File: src/rtl/ldpc_app_load_ctrl_pkg.sv
// Shared encodings and constants for the LDPC APP load controller.
// Holds FSM state codes, code-rate codes and block/phase geometry.
package ldpc_app_load_ctrl_pkg;

    localparam int unsigned ST_W   = 3;
    localparam int unsigned BEAT_W = 8;
    localparam int unsigned RATE_W = 3;
    localparam int unsigned PH_W   = 2;

    localparam logic [ST_W-1:0] ST_IDLE  = 3'd0;
    localparam logic [ST_W-1:0] ST_REQ   = 3'd1;
    localparam logic [ST_W-1:0] ST_PRIME = 3'd2;
    localparam logic [ST_W-1:0] ST_LOAD  = 3'd3;
    localparam logic [ST_W-1:0] ST_DRAIN = 3'd4;

    localparam logic [RATE_W-1:0] RATE_2_3 = 3'd1;
    localparam logic [RATE_W-1:0] RATE_7_8 = 3'd2;

    localparam int unsigned PHASE_LEN      = 16;
    localparam int unsigned PHASE3_LEN_2_3 = 128;
    localparam int unsigned BLK_LEN_2_3    = 176;
    localparam int unsigned BLK_LEN_7_8    = 48;

    // Beats in a given phase; only rate 2/3 phase 3 is long.
    function automatic logic [BEAT_W-1:0] phase_len(input logic [RATE_W-1:0] rate,
                                                    input logic [PH_W-1:0]   phase);
        if (rate == RATE_2_3 && phase == 2'd3) return BEAT_W'(PHASE3_LEN_2_3);
        return BEAT_W'(PHASE_LEN);
    endfunction

    function automatic logic [PH_W-1:0] last_phase(input logic [RATE_W-1:0] rate);
        return (rate == RATE_7_8) ? 2'd2 : 2'd3;
    endfunction

endpackage

File: src/rtl/ldpc_phase_cnt.sv
// Beat/phase counter for one LOAD block, plus the ROM address that leads
// each phase change so the read data is ready when sub_x switches.
module ldpc_phase_cnt
    import ldpc_app_load_ctrl_pkg::*;
#(
    parameter int unsigned ADDR_LEAD = 3
) (
    input  logic              clk,
    input  logic              rst_n,
    input  logic              run_i,
    input  logic              adv_i,
    input  logic [RATE_W-1:0] rate_i,
    output logic [PH_W-1:0]   sub_x_o,
    output logic [PH_W-1:0]   buf_addr_o,
    output logic              last_o
);

    logic [BEAT_W-1:0] beat_q, beat_d;
    logic [PH_W-1:0]   phase_q, phase_d;
    logic [PH_W-1:0]   addr_q, addr_d;
    logic              last_q, last_d;
    logic [BEAT_W-1:0] lead_c;

    // Everything clears whenever the next cycle is not a LOAD beat.
    always_comb begin
        beat_d  = '0;
        phase_d = '0;
        addr_d  = '0;
        last_d  = 1'b0;
        lead_c  = '0;
        if (run_i) begin
            beat_d  = beat_q;
            phase_d = phase_q;
            addr_d  = addr_q;
            if (adv_i) begin
                if (beat_q == phase_len(rate_i, phase_q) - 8'd1) begin
                    beat_d  = '0;
                    phase_d = phase_q + 2'd1;
                end else begin
                    beat_d = beat_q + 8'd1;
                end
            end
            lead_c = phase_len(rate_i, phase_d) - 8'd1 - BEAT_W'(ADDR_LEAD);
            if (adv_i && beat_d == lead_c) begin
                // Rate 7/8 has no phase 3, so the last lead rewinds to ROM 0.
                addr_d = (rate_i == RATE_7_8 && phase_d == 2'd2) ? 2'd0 : addr_q + 2'd1;
            end
            last_d = (phase_d == last_phase(rate_i)) &&
                     (beat_d == phase_len(rate_i, phase_d) - 8'd1);
        end
    end

    always_ff @(posedge clk or negedge rst_n) begin
        if (!rst_n) begin
            beat_q  <= '0;
            phase_q <= '0;
            addr_q  <= '0;
            last_q  <= 1'b0;
        end else begin
            beat_q  <= beat_d;
            phase_q <= phase_d;
            addr_q  <= addr_d;
            last_q  <= last_d;
        end
    end

    assign sub_x_o    = phase_q;
    assign buf_addr_o = addr_q;
    assign last_o     = last_q;

endmodule

File: src/rtl/ldpc_app_load_ctrl.sv
// Sequences APP message loading into the LDPC decoder: handshakes each block,
// primes the ROM read pipeline, streams the block, then waits for decode.
module ldpc_app_load_ctrl
    import ldpc_app_load_ctrl_pkg::*;
#(
    parameter int unsigned BLK_NUM   = 8,
    parameter int unsigned ADDR_LEAD = 3
) (
    input  logic              clk,
    input  logic              rst_n,
    input  logic              start,
    input  logic              abort,
    input  logic [RATE_W-1:0] iLs,
    input  logic              buffer_ready,
    input  logic              decode_valid,
    input  logic [2:0]        decode_valid_cnt,
    output logic              buffer_valid,
    output logic              buffer_start,
    output logic              buffer_last,
    output logic [PH_W-1:0]   sub_x,
    output logic [PH_W-1:0]   buf_addr,
    output logic [RATE_W-1:0] rate_sel,
    output logic [3:0]        blk_cnt,
    output logic              busy,
    output logic              done,
    output logic              cfg_err
);

    localparam int unsigned CNT_W = 4;

    logic [ST_W-1:0]   state_q, state_d;
    logic              prime_q, prime_d;
    logic [RATE_W-1:0] rate_sel_q, rate_sel_d;
    logic [CNT_W-1:0]  blk_cnt_q, blk_cnt_d;
    logic              done_q, done_d;
    logic              cfg_err_q, cfg_err_d;
    logic              busy_q, busy_d;
    logic              valid_q, valid_d;
    logic              first_q, first_d;
    logic              run_c, adv_c;
    logic              beat_last;

    always_ff @(posedge clk or negedge rst_n) begin
        if (!rst_n) begin
            state_q    <= ST_IDLE;
            prime_q    <= 1'b0;
            rate_sel_q <= '0;
            blk_cnt_q  <= '0;
            done_q     <= 1'b0;
            cfg_err_q  <= 1'b0;
            busy_q     <= 1'b0;
            valid_q    <= 1'b0;
            first_q    <= 1'b0;
        end else begin
            state_q    <= state_d;
            prime_q    <= prime_d;
            rate_sel_q <= rate_sel_d;
            blk_cnt_q  <= blk_cnt_d;
            done_q     <= done_d;
            cfg_err_q  <= cfg_err_d;
            busy_q     <= busy_d;
            valid_q    <= valid_d;
            first_q    <= first_d;
        end
    end

    // Next state and registered-output next values; abort wins over all.
    always_comb begin
        state_d    = state_q;
        prime_d    = 1'b0;
        rate_sel_d = rate_sel_q;
        blk_cnt_d  = blk_cnt_q;
        done_d     = done_q;
        cfg_err_d  = 1'b0;
        if (abort) begin
            state_d   = ST_IDLE;
            blk_cnt_d = '0;
        end else begin
            case (state_q)
                ST_IDLE: begin
                    if (start) begin
                        if (iLs == RATE_2_3 || iLs == RATE_7_8) begin
                            rate_sel_d = iLs;
                            blk_cnt_d  = '0;
                            done_d     = 1'b0;
                            state_d    = ST_REQ;
                        end else begin
                            cfg_err_d = 1'b1;
                        end
                    end
                end
                ST_REQ: begin
                    if (buffer_ready) state_d = ST_PRIME;
                end
                ST_PRIME: begin
                    if (prime_q) state_d = ST_LOAD;
                    else         prime_d = 1'b1;
                end
                ST_LOAD: begin
                    if (beat_last) begin
                        blk_cnt_d = blk_cnt_q + 4'd1;
                        state_d   = (blk_cnt_q + 4'd1 == CNT_W'(BLK_NUM)) ? ST_DRAIN : ST_REQ;
                    end
                end
                ST_DRAIN: begin
                    if (decode_valid && decode_valid_cnt == 3'(BLK_NUM - 1)) begin
                        state_d = ST_IDLE;
                        done_d  = 1'b1;
                    end
                end
                default: state_d = ST_IDLE;
            endcase
        end
        run_c   = (state_d == ST_LOAD);
        adv_c   = (state_q == ST_LOAD);
        valid_d = run_c;
        first_d = run_c && !adv_c;
        busy_d  = (state_d != ST_IDLE);
    end

    ldpc_phase_cnt #(
        .ADDR_LEAD (ADDR_LEAD)
    ) u_phase_cnt (
        .clk        (clk),
        .rst_n      (rst_n),
        .run_i      (run_c),
        .adv_i      (adv_c),
        .rate_i     (rate_sel_q),
        .sub_x_o    (sub_x),
        .buf_addr_o (buf_addr),
        .last_o     (beat_last)
    );

    assign buffer_valid = valid_q;
    assign buffer_start = first_q;
    assign buffer_last  = beat_last;
    assign rate_sel     = rate_sel_q;
    assign blk_cnt      = blk_cnt_q;
    assign busy         = busy_q;
    assign done         = done_q;
    assign cfg_err      = cfg_err_q;

endmodule

File: config.mk
export PLATFORM = sky130hd
export DESIGN_NAME = ldpc_app_load_ctrl
export DESIGN_NICKNAME = d
export VERILOG_FILES = /design/src/rtl/ldpc_app_load_ctrl_pkg.sv /design/src/rtl/ldpc_phase_cnt.sv /design/src/rtl/ldpc_app_load_ctrl.sv
export SDC_FILE = /design/constraint.sdc
export NUM_CORES = 1
export LEC_CHECK = 0
export CELL_PAD_IN_SITES_DETAIL_PLACEMENT = 1
export CELL_PAD_IN_SITES_GLOBAL_PLACEMENT = 1
export CORE_MARGIN = 2
export CORE_UTILIZATION = 41
export CTS_BUF_LIST = sky130_fd_sc_hd__clkbuf_4 sky130_fd_sc_hd__clkbuf_8
export CTS_CLUSTER_SIZE = 30
export DETAILED_ROUTE_END_ITERATION = 10
export PLACE_DENSITY_LB_ADDON = 0.1
export RECOVER_POWER = 50
export SETUP_SLACK_MARGIN = 0.3
export SYNTH_ARGS = -nofsm -noshare
export SYNTH_HDL_FRONTEND = slang
export SYNTH_SLANG_ARGS = --single-unit
File: constraint.sdc
create_clock -name clk -period 2.9 [get_ports clk]
set_clock_uncertainty 0.2 [all_clocks]
set_input_delay 0.435 -clock clk [delete_from_list [all_inputs] [get_ports clk]]
set_output_delay 0.435 -clock clk [all_outputs]
set_load 0.1 [all_outputs]
Yosys cells after proc, flatten, opt, wreduce, memory -nomap -nowiden:

Index checks and enable logic that the tools add are counted.
Widths: inputs -> output; s select.

* input port bits: 12
* logic and storage cells: 112
* flip-flop bits (word level): 29

* equal/unequal tests: 25
* bitwise logic cells: 1
* reductions and logical operators: 16
* multiplexer cells: 50
* add/subtract/negate cells: 7

Operators with widths (count)
* $mux 8: 11
* $eq 8x8->1: 3
* $mux 3: 8
* $mux 1: 17
* $mux 4: 4
* $sub 8x1->8 const B: 2
* $eq 3x2->1 const B: 5
* $pmux 3 s5: 1
* $mux 2: 7
* $eq 3x1->1 const B: 3
* $ne 3x3->1 const B: 3
* $add 8x1->8 const B: 1
* $pmux 4 s2: 1
* $reduce_and 4->1: 2
* $sub 8x2->8 const B: 1
* $logic_and 1x1->1: 7
* $eq 2x2->1 const B: 3
* $eq 3x3->1 const B: 2
* $ne 2x2->1 const B: 3
* $reduce_bool 3->1: 2
* $reduce_and 5->1: 1
* $add 2x1->2 const B: 2
* $add 4x1->4 const B: 1
* $eq 4x4->1 const B: 1
* other kinds (8): 8

Logic depth before layout (Yosys ltp):

* depth after elaboration: 28
* gate-level depth with buffers: 9
* depth with buffers taken out: 9

Modules after synthesis:

Synthesis repeated with hierarchy kept, for this count alone.

* cells, all modules: 185
* area, all modules: 1829.3 um2

Modules (own cells, without submodules)
* ldpc_phase_cnt: sequential area each 325.3 um2, instances 1, cells each 104, area each 975.9 um2
* ldpc_app_load_ctrl: sequential area each 400.4 um2, instances 1, cells each 81, area each 853.3 um2

Least setup slack after synthesis:

No wires, ideal clock.

* path type: flip-flop to flip-flop
* from: register u_phase_cnt.phase_q[0], in the netlist u_phase_cnt.sub_x_o[0]
* to: register u_phase_cnt.addr_q[1], in the netlist u_phase_cnt.buf_addr_o[1]
* arrival: 2.943 ns
* path buffers: 1
* slack: -0.326 ns
* required time: 2.617 ns
* period minus slack after synthesis: 3.226 ns
* cell stages (with the launch flop): 9
* cells stage by stage: dfrtp_1 -> ha_1 -> nor4bb_1 -> mux2_2 -> or2_1 -> buf_6 -> o32a_2 -> a2111o_1 -> o22ai_1

* word-level cells in the longest chain between the ends: 24
* elaborated cells between the ends (all ways): 33
* classes of those cells: add/sub: 4; eq/ne: 6; mux: 19; reduce/logical: 4

RTL lines
* start: declaration: line ldpc_phase_cnt.sv:19 `logic [PH_W-1:0] phase_q, phase_d;`
* start signal: assignment: line ldpc_phase_cnt.sv:61 `phase_q <= phase_d;`
* $eq 2x2->1: line ldpc_app_load_ctrl_pkg.sv:27 `if (rate == RATE_2_3 && phase == 2'd3) return BEAT_W'(PHASE3_LEN_2_3);`
* $logic_and 1x1->1: line ldpc_app_load_ctrl_pkg.sv:27
* $mux 1: line ldpc_app_load_ctrl_pkg.sv:27
* $mux 1: line ldpc_phase_cnt.sv:35 `if (adv_i) begin`
* $mux 1: line ldpc_phase_cnt.sv:31 `if (run_i) begin`
* $mux 8: line ldpc_app_load_ctrl_pkg.sv:28 `return BEAT_W'(PHASE_LEN);`
* $mux 8: line ldpc_phase_cnt.sv:35
* $mux 8: line ldpc_phase_cnt.sv:31
* [8 not listed]
* $mux 1: line ldpc_phase_cnt.sv:31
* $mux 8: line ldpc_app_load_ctrl_pkg.sv:28
* $mux 8: line ldpc_phase_cnt.sv:31
* $sub 8x1->8: line ldpc_phase_cnt.sv:43 `lead_c = phase_len(rate_i, phase_d) - 8'd1 - BEAT_W'(ADDR_LEAD);`
* $sub 8x2->8: line ldpc_phase_cnt.sv:43
* $eq 8x8->1: line ldpc_phase_cnt.sv:44 `if (adv_i && beat_d == lead_c) begin`
* $logic_and 1x1->1: line ldpc_phase_cnt.sv:44
* $ne 2x1->1 (no line)
* end signal: assignment: line ldpc_phase_cnt.sv:62 `addr_q <= addr_d;`
* end: declaration: line ldpc_phase_cnt.sv:20 `logic [PH_W-1:0] addr_q, addr_d;`

Parallel ways exist; a longest one is shown, timed or not. The select of a mux whose other input is x is not followed.
A chain may end at the register's enable or synchronous reset.

Worst setup path in the final report:

* from: register state_q[0]
* to: register u_phase_cnt.addr_q[1], in the netlist u_phase_cnt.buf_addr_o[1]

* word-level cells in the longest chain between the ends: 14
* elaborated cells between the ends (all ways): 34
* classes of those cells: add/sub: 2; eq/ne: 9; mux: 19; reduce/logical: 4

RTL lines
* start: declaration: line ldpc_app_load_ctrl.sv:31 `logic [ST_W-1:0] state_q, state_d;`
* start signal: assignment: line ldpc_app_load_ctrl.sv:55 `state_q <= state_d;`
* $eq 3x2->1: line ldpc_app_load_ctrl.sv:79, ldpc_app_load_ctrl.sv:115
* $mux 2: line ldpc_phase_cnt.sv:35
* $mux 2: line ldpc_phase_cnt.sv:31
* $eq 2x2->1: line ldpc_app_load_ctrl_pkg.sv:27
* $logic_and 1x1->1: line ldpc_app_load_ctrl_pkg.sv:27
* $mux 1: line ldpc_app_load_ctrl_pkg.sv:27
* $mux 1: line ldpc_phase_cnt.sv:31
* $mux 8: line ldpc_app_load_ctrl_pkg.sv:28
* $mux 8: line ldpc_phase_cnt.sv:31
* $sub 8x1->8: line ldpc_phase_cnt.sv:43
* $sub 8x2->8: line ldpc_phase_cnt.sv:43
* $eq 8x8->1: line ldpc_phase_cnt.sv:44
* $logic_and 1x1->1: line ldpc_phase_cnt.sv:44
* $ne 2x1->1 (no line)

Parallel ways exist; a longest one is shown, timed or not. The select of a mux whose other input is x is not followed.

==> impl_metrics.toml <==
[synthesis]
seq_area_frac_synth_pct = 44.7
synth_cells = 173
syn_area_um2 = 1620
ys_ff_latch = 29
ys_warn_count = 0
synth-edff-count = 0
ys.flop_type = "dfrtp_1"
synth_area_leader_cell = "dfrtp_1"
async_reset_ff_share_pct = 100
synth_cell_types = 44
synth.top_cell.area_share_pct = 44.7
synthTopCellsByArea = "dfrtp_1, nor2_1, xnor2_1"
syn-num-nets = 188
syn_area_per_cell_um2 = 9.38

[detailed_routing]
num_vias = 1458
drt_iter0_drc = 134
wl_um = 4560
drcViolationCount = 0
drt_first_pass_iters = 4
ant_nets = 0
wl_per_cell_um = 17.5
vias_per_cell = 5.61

[clock_network]
cts_root_buf = "clkbuf_8"
path_clk_slew_ns = 0.06
cts.sinks = 29
cts_buffer_depth = 2
hold_buffers = 0
cts_buffers = 5
htreeDepth = 2
cts_tree = "done"
clock_latency_ns = 0.28

[timing]
worst_slew_pin_slew_ns = 1.60
setup_viol = 0
fmax_mhz = 390
slew_violations = 30
layout_min_cycle_time_ns = 2.56
fin_ws_ns = 0.339
final_hold_viol_count = 0
slew_headroom_pct = -6.60
tns_ns = 0
rsz0062_at_grt = "yes"
min_period_over_period_pct = 88.3

[place]
portBuffers = 28
placed_area_um2 = 1970
dp_hpwl_um = 3260
place_ws_ns = 0.221
gp_congestion = 0.958

[layout]
design_area_um2 = 2110
drive_gt1_share_pct = 22.6
regArea_um2 = 744
area_growth_pct = 29.9
layout.nets = 226
num_antenna_cells = 0
fillers = 448
finish.utilization_pct = 56.3
multi_input_area_um2 = 922

[pwr]
vdd_drop_max_mv = 0.446
powerDensity_nw_per_um2 = 446
p_leak_nw = 0.889
p_total_w = 0.000939

[worst_setup_path]
crit_path_start_kind = "register"
path_cells = "nand3b_4, nor4_1, xnor2_1, nand4_1, a2111o_1, o22ai_1"
r2r-start = "state_q[0]"
critical_path.max_fanout = 12
r2r_slack_ns = 0.34
r2r-end = "u_phase_cnt.buf_addr_o[1]"
critPathKind = "register to register"
worstPathRequired_ns = 2.89
ff2ff_path_depth = 6
crit_end = "u_phase_cnt.buf_addr_o[1]"
arrival_ns = 2.56
endpoint_kind = "register"
slowest_delay_ns = 0.57
startpoint = "state_q[0]"
cpMaxStageDelayCell = "dfrtp_1"

[global_routing]
grt_max_degree = 30
grt-ovfl-total = 0
antenna_found_initial = 0
grt_pass1_vias = 1521
grt_use_total_pct = 23.0
grt_pass1_wl_um = 7590

[run_status]
status = "complete, but fails checks"
violations = "max-capacitance violations, max-slew violations"

[flow_run]
drv_cap = 1

[die]
num_rows = 22
start_util_pct = 43.3
die_area_um2 = 4480
die_x_um = 66.9
die_h_um = 66.9
ios = 29
core_um2 = 3740

[hold_path]
hold_path.class = "register to register"
==> metrics by stage <==
stage / cells / hold WS, ns
finish: 260 / 0.295
global route: 260 / 0.320
CTS: 256 / 0.300
detailed placement: 248 / 0.290
global placement: 248 / 0.297
floorplan: 173 / -0.0606
==> sequential cells by signal (all words and copies together), names as in the netlist, 2 cells and up <==
| name | cells |
|---|---|
| blk_cnt | 4 |
| u_phase_cnt.beat_q | 8 |
| state_q | 3 |
| u_phase_cnt.buf_addr_o | 2 |
| rate_sel | 3 |
| u_phase_cnt.sub_x_o | 2 |
==> cells in the mapped netlist (2+ instances only) <==
| library cell | count |
|---|---|
| nor2_1 | 20 |
| or3_1 | 4 |
| nor4bb_1 | 2 |
| nand3_1 | 7 |
| nor3b_1 | 3 |
| nand2b_1 | 4 |
| nand2_1 | 16 |
| and4_1 | 2 |
| mux2i_1 | 3 |
| nand4_1 | 3 |
| and3b_1 | 2 |
| o21ai_0 | 8 |
| dfrtp_1 | 29 |
| clkbuf_1 | 5 |
| nor2b_1 | 2 |
| a21oi_1 | 10 |
| ha_1 | 3 |
| inv_1 | 2 |
| and2_1 | 2 |
| nor4_1 | 4 |
| xnor2_1 | 7 |
| nand4b_1 | 3 |
| nor3_1 | 7 |
| xor2_1 | 2 |
| mux2_2 | 2 |
| a31oi_1 | 2 |
| a211oi_1 | 2 |
==> how the worst min path moves through the flow <==
stage / endpoint / slack [ns] / cells past startpoint / startpoint
3_3_place_gp: prime_q / 0.30 / 2 / prime_q
3_5_place_dp: prime_q / 0.29 / 2 / prime_q
6_report: prime_q / 0.30 / 2 / prime_q
5_1_grt: prime_q / 0.32 / 2 / prime_q
4_1_cts: prime_q / 0.30 / 2 / prime_q
2_1_floorplan: blk_cnt[0] / -0.06 / 0 / rst_n
==> metal layers <==
| metal | track usage (%) | part of all wire [%] |
|---|---|---|
| met5 | 0 | 0 |
| met4 | 7.40 | 0.92 |
| met3 | 4.56 | 3.9 |
| met2 | 36.8 | 49 |
| met1 | 31.1 | 47 |
==> report_power, final <==
part           total [W]  internal (W)  switching [W]
logic           0.000160     0.0000451       0.000115
registers       0.000437      0.000420      0.0000175
clock network   0.000342      0.000198       0.000144
==> timing repair <==
item | in CTS | in global routing
setup buffers | 0 | 4
gates resized for setup | 2 | 8
endpoints found under the setup margin | 2 | 3
==> kinds of logic (layout without fill, tap and decap cells) <==
family          Yosys count  in the layout  synth area share (%)
xor+xnor                  9              9                  4.86
compound gates           33             33                  13.1
buf+inv                   8             47                  2.31
mux                       5              5                  3.24
simple gates             86             86                  29.5
flops                    29             29                  44.7
fa+ha+maj                 3              3                  2.31
==> layout by cell type (no fill, tap or decap), types with 3 or more instances in the layout <==
cell / n
dfrtp_1: 20
buf_4: 20
nor2_1: 19
nand2_1: 16
a21oi_1: 10
clkdlybuf4s50_1: 10
o21ai_0: 8
xnor2_1: 7
nand3_1: 7
nor3_1: 6
dfrtp_2: 6
clkbuf_1: 6
clkbuf_8: 5
nand2b_1: 4
or3_1: 4
nor4_1: 4
nand4_1: 3
nand4b_1: 3
mux2i_1: 3
clkbuf_4: 3
dfrtp_4: 3
==> final cells by class <==
class,instances,area share (%)
Tap cell,48,2.85
Clock buffer,8,4.33
Inverter,2,0.356
Timing Repair Buffer,37,13.4
Multi-Input combinational cell,136,43.7
Sequential cell,29,35.3
==> worst max-delay path, delay by kind of cell, from the launching register on <==
kind             cells  cell delay, ns
AO/OA/AOI/OAI        2            0.62
flip-flops           1            0.57
XOR/XNOR             1            0.28
AND/OR/NAND/NOR      3            0.82
(Power assumes the default switching activity.)
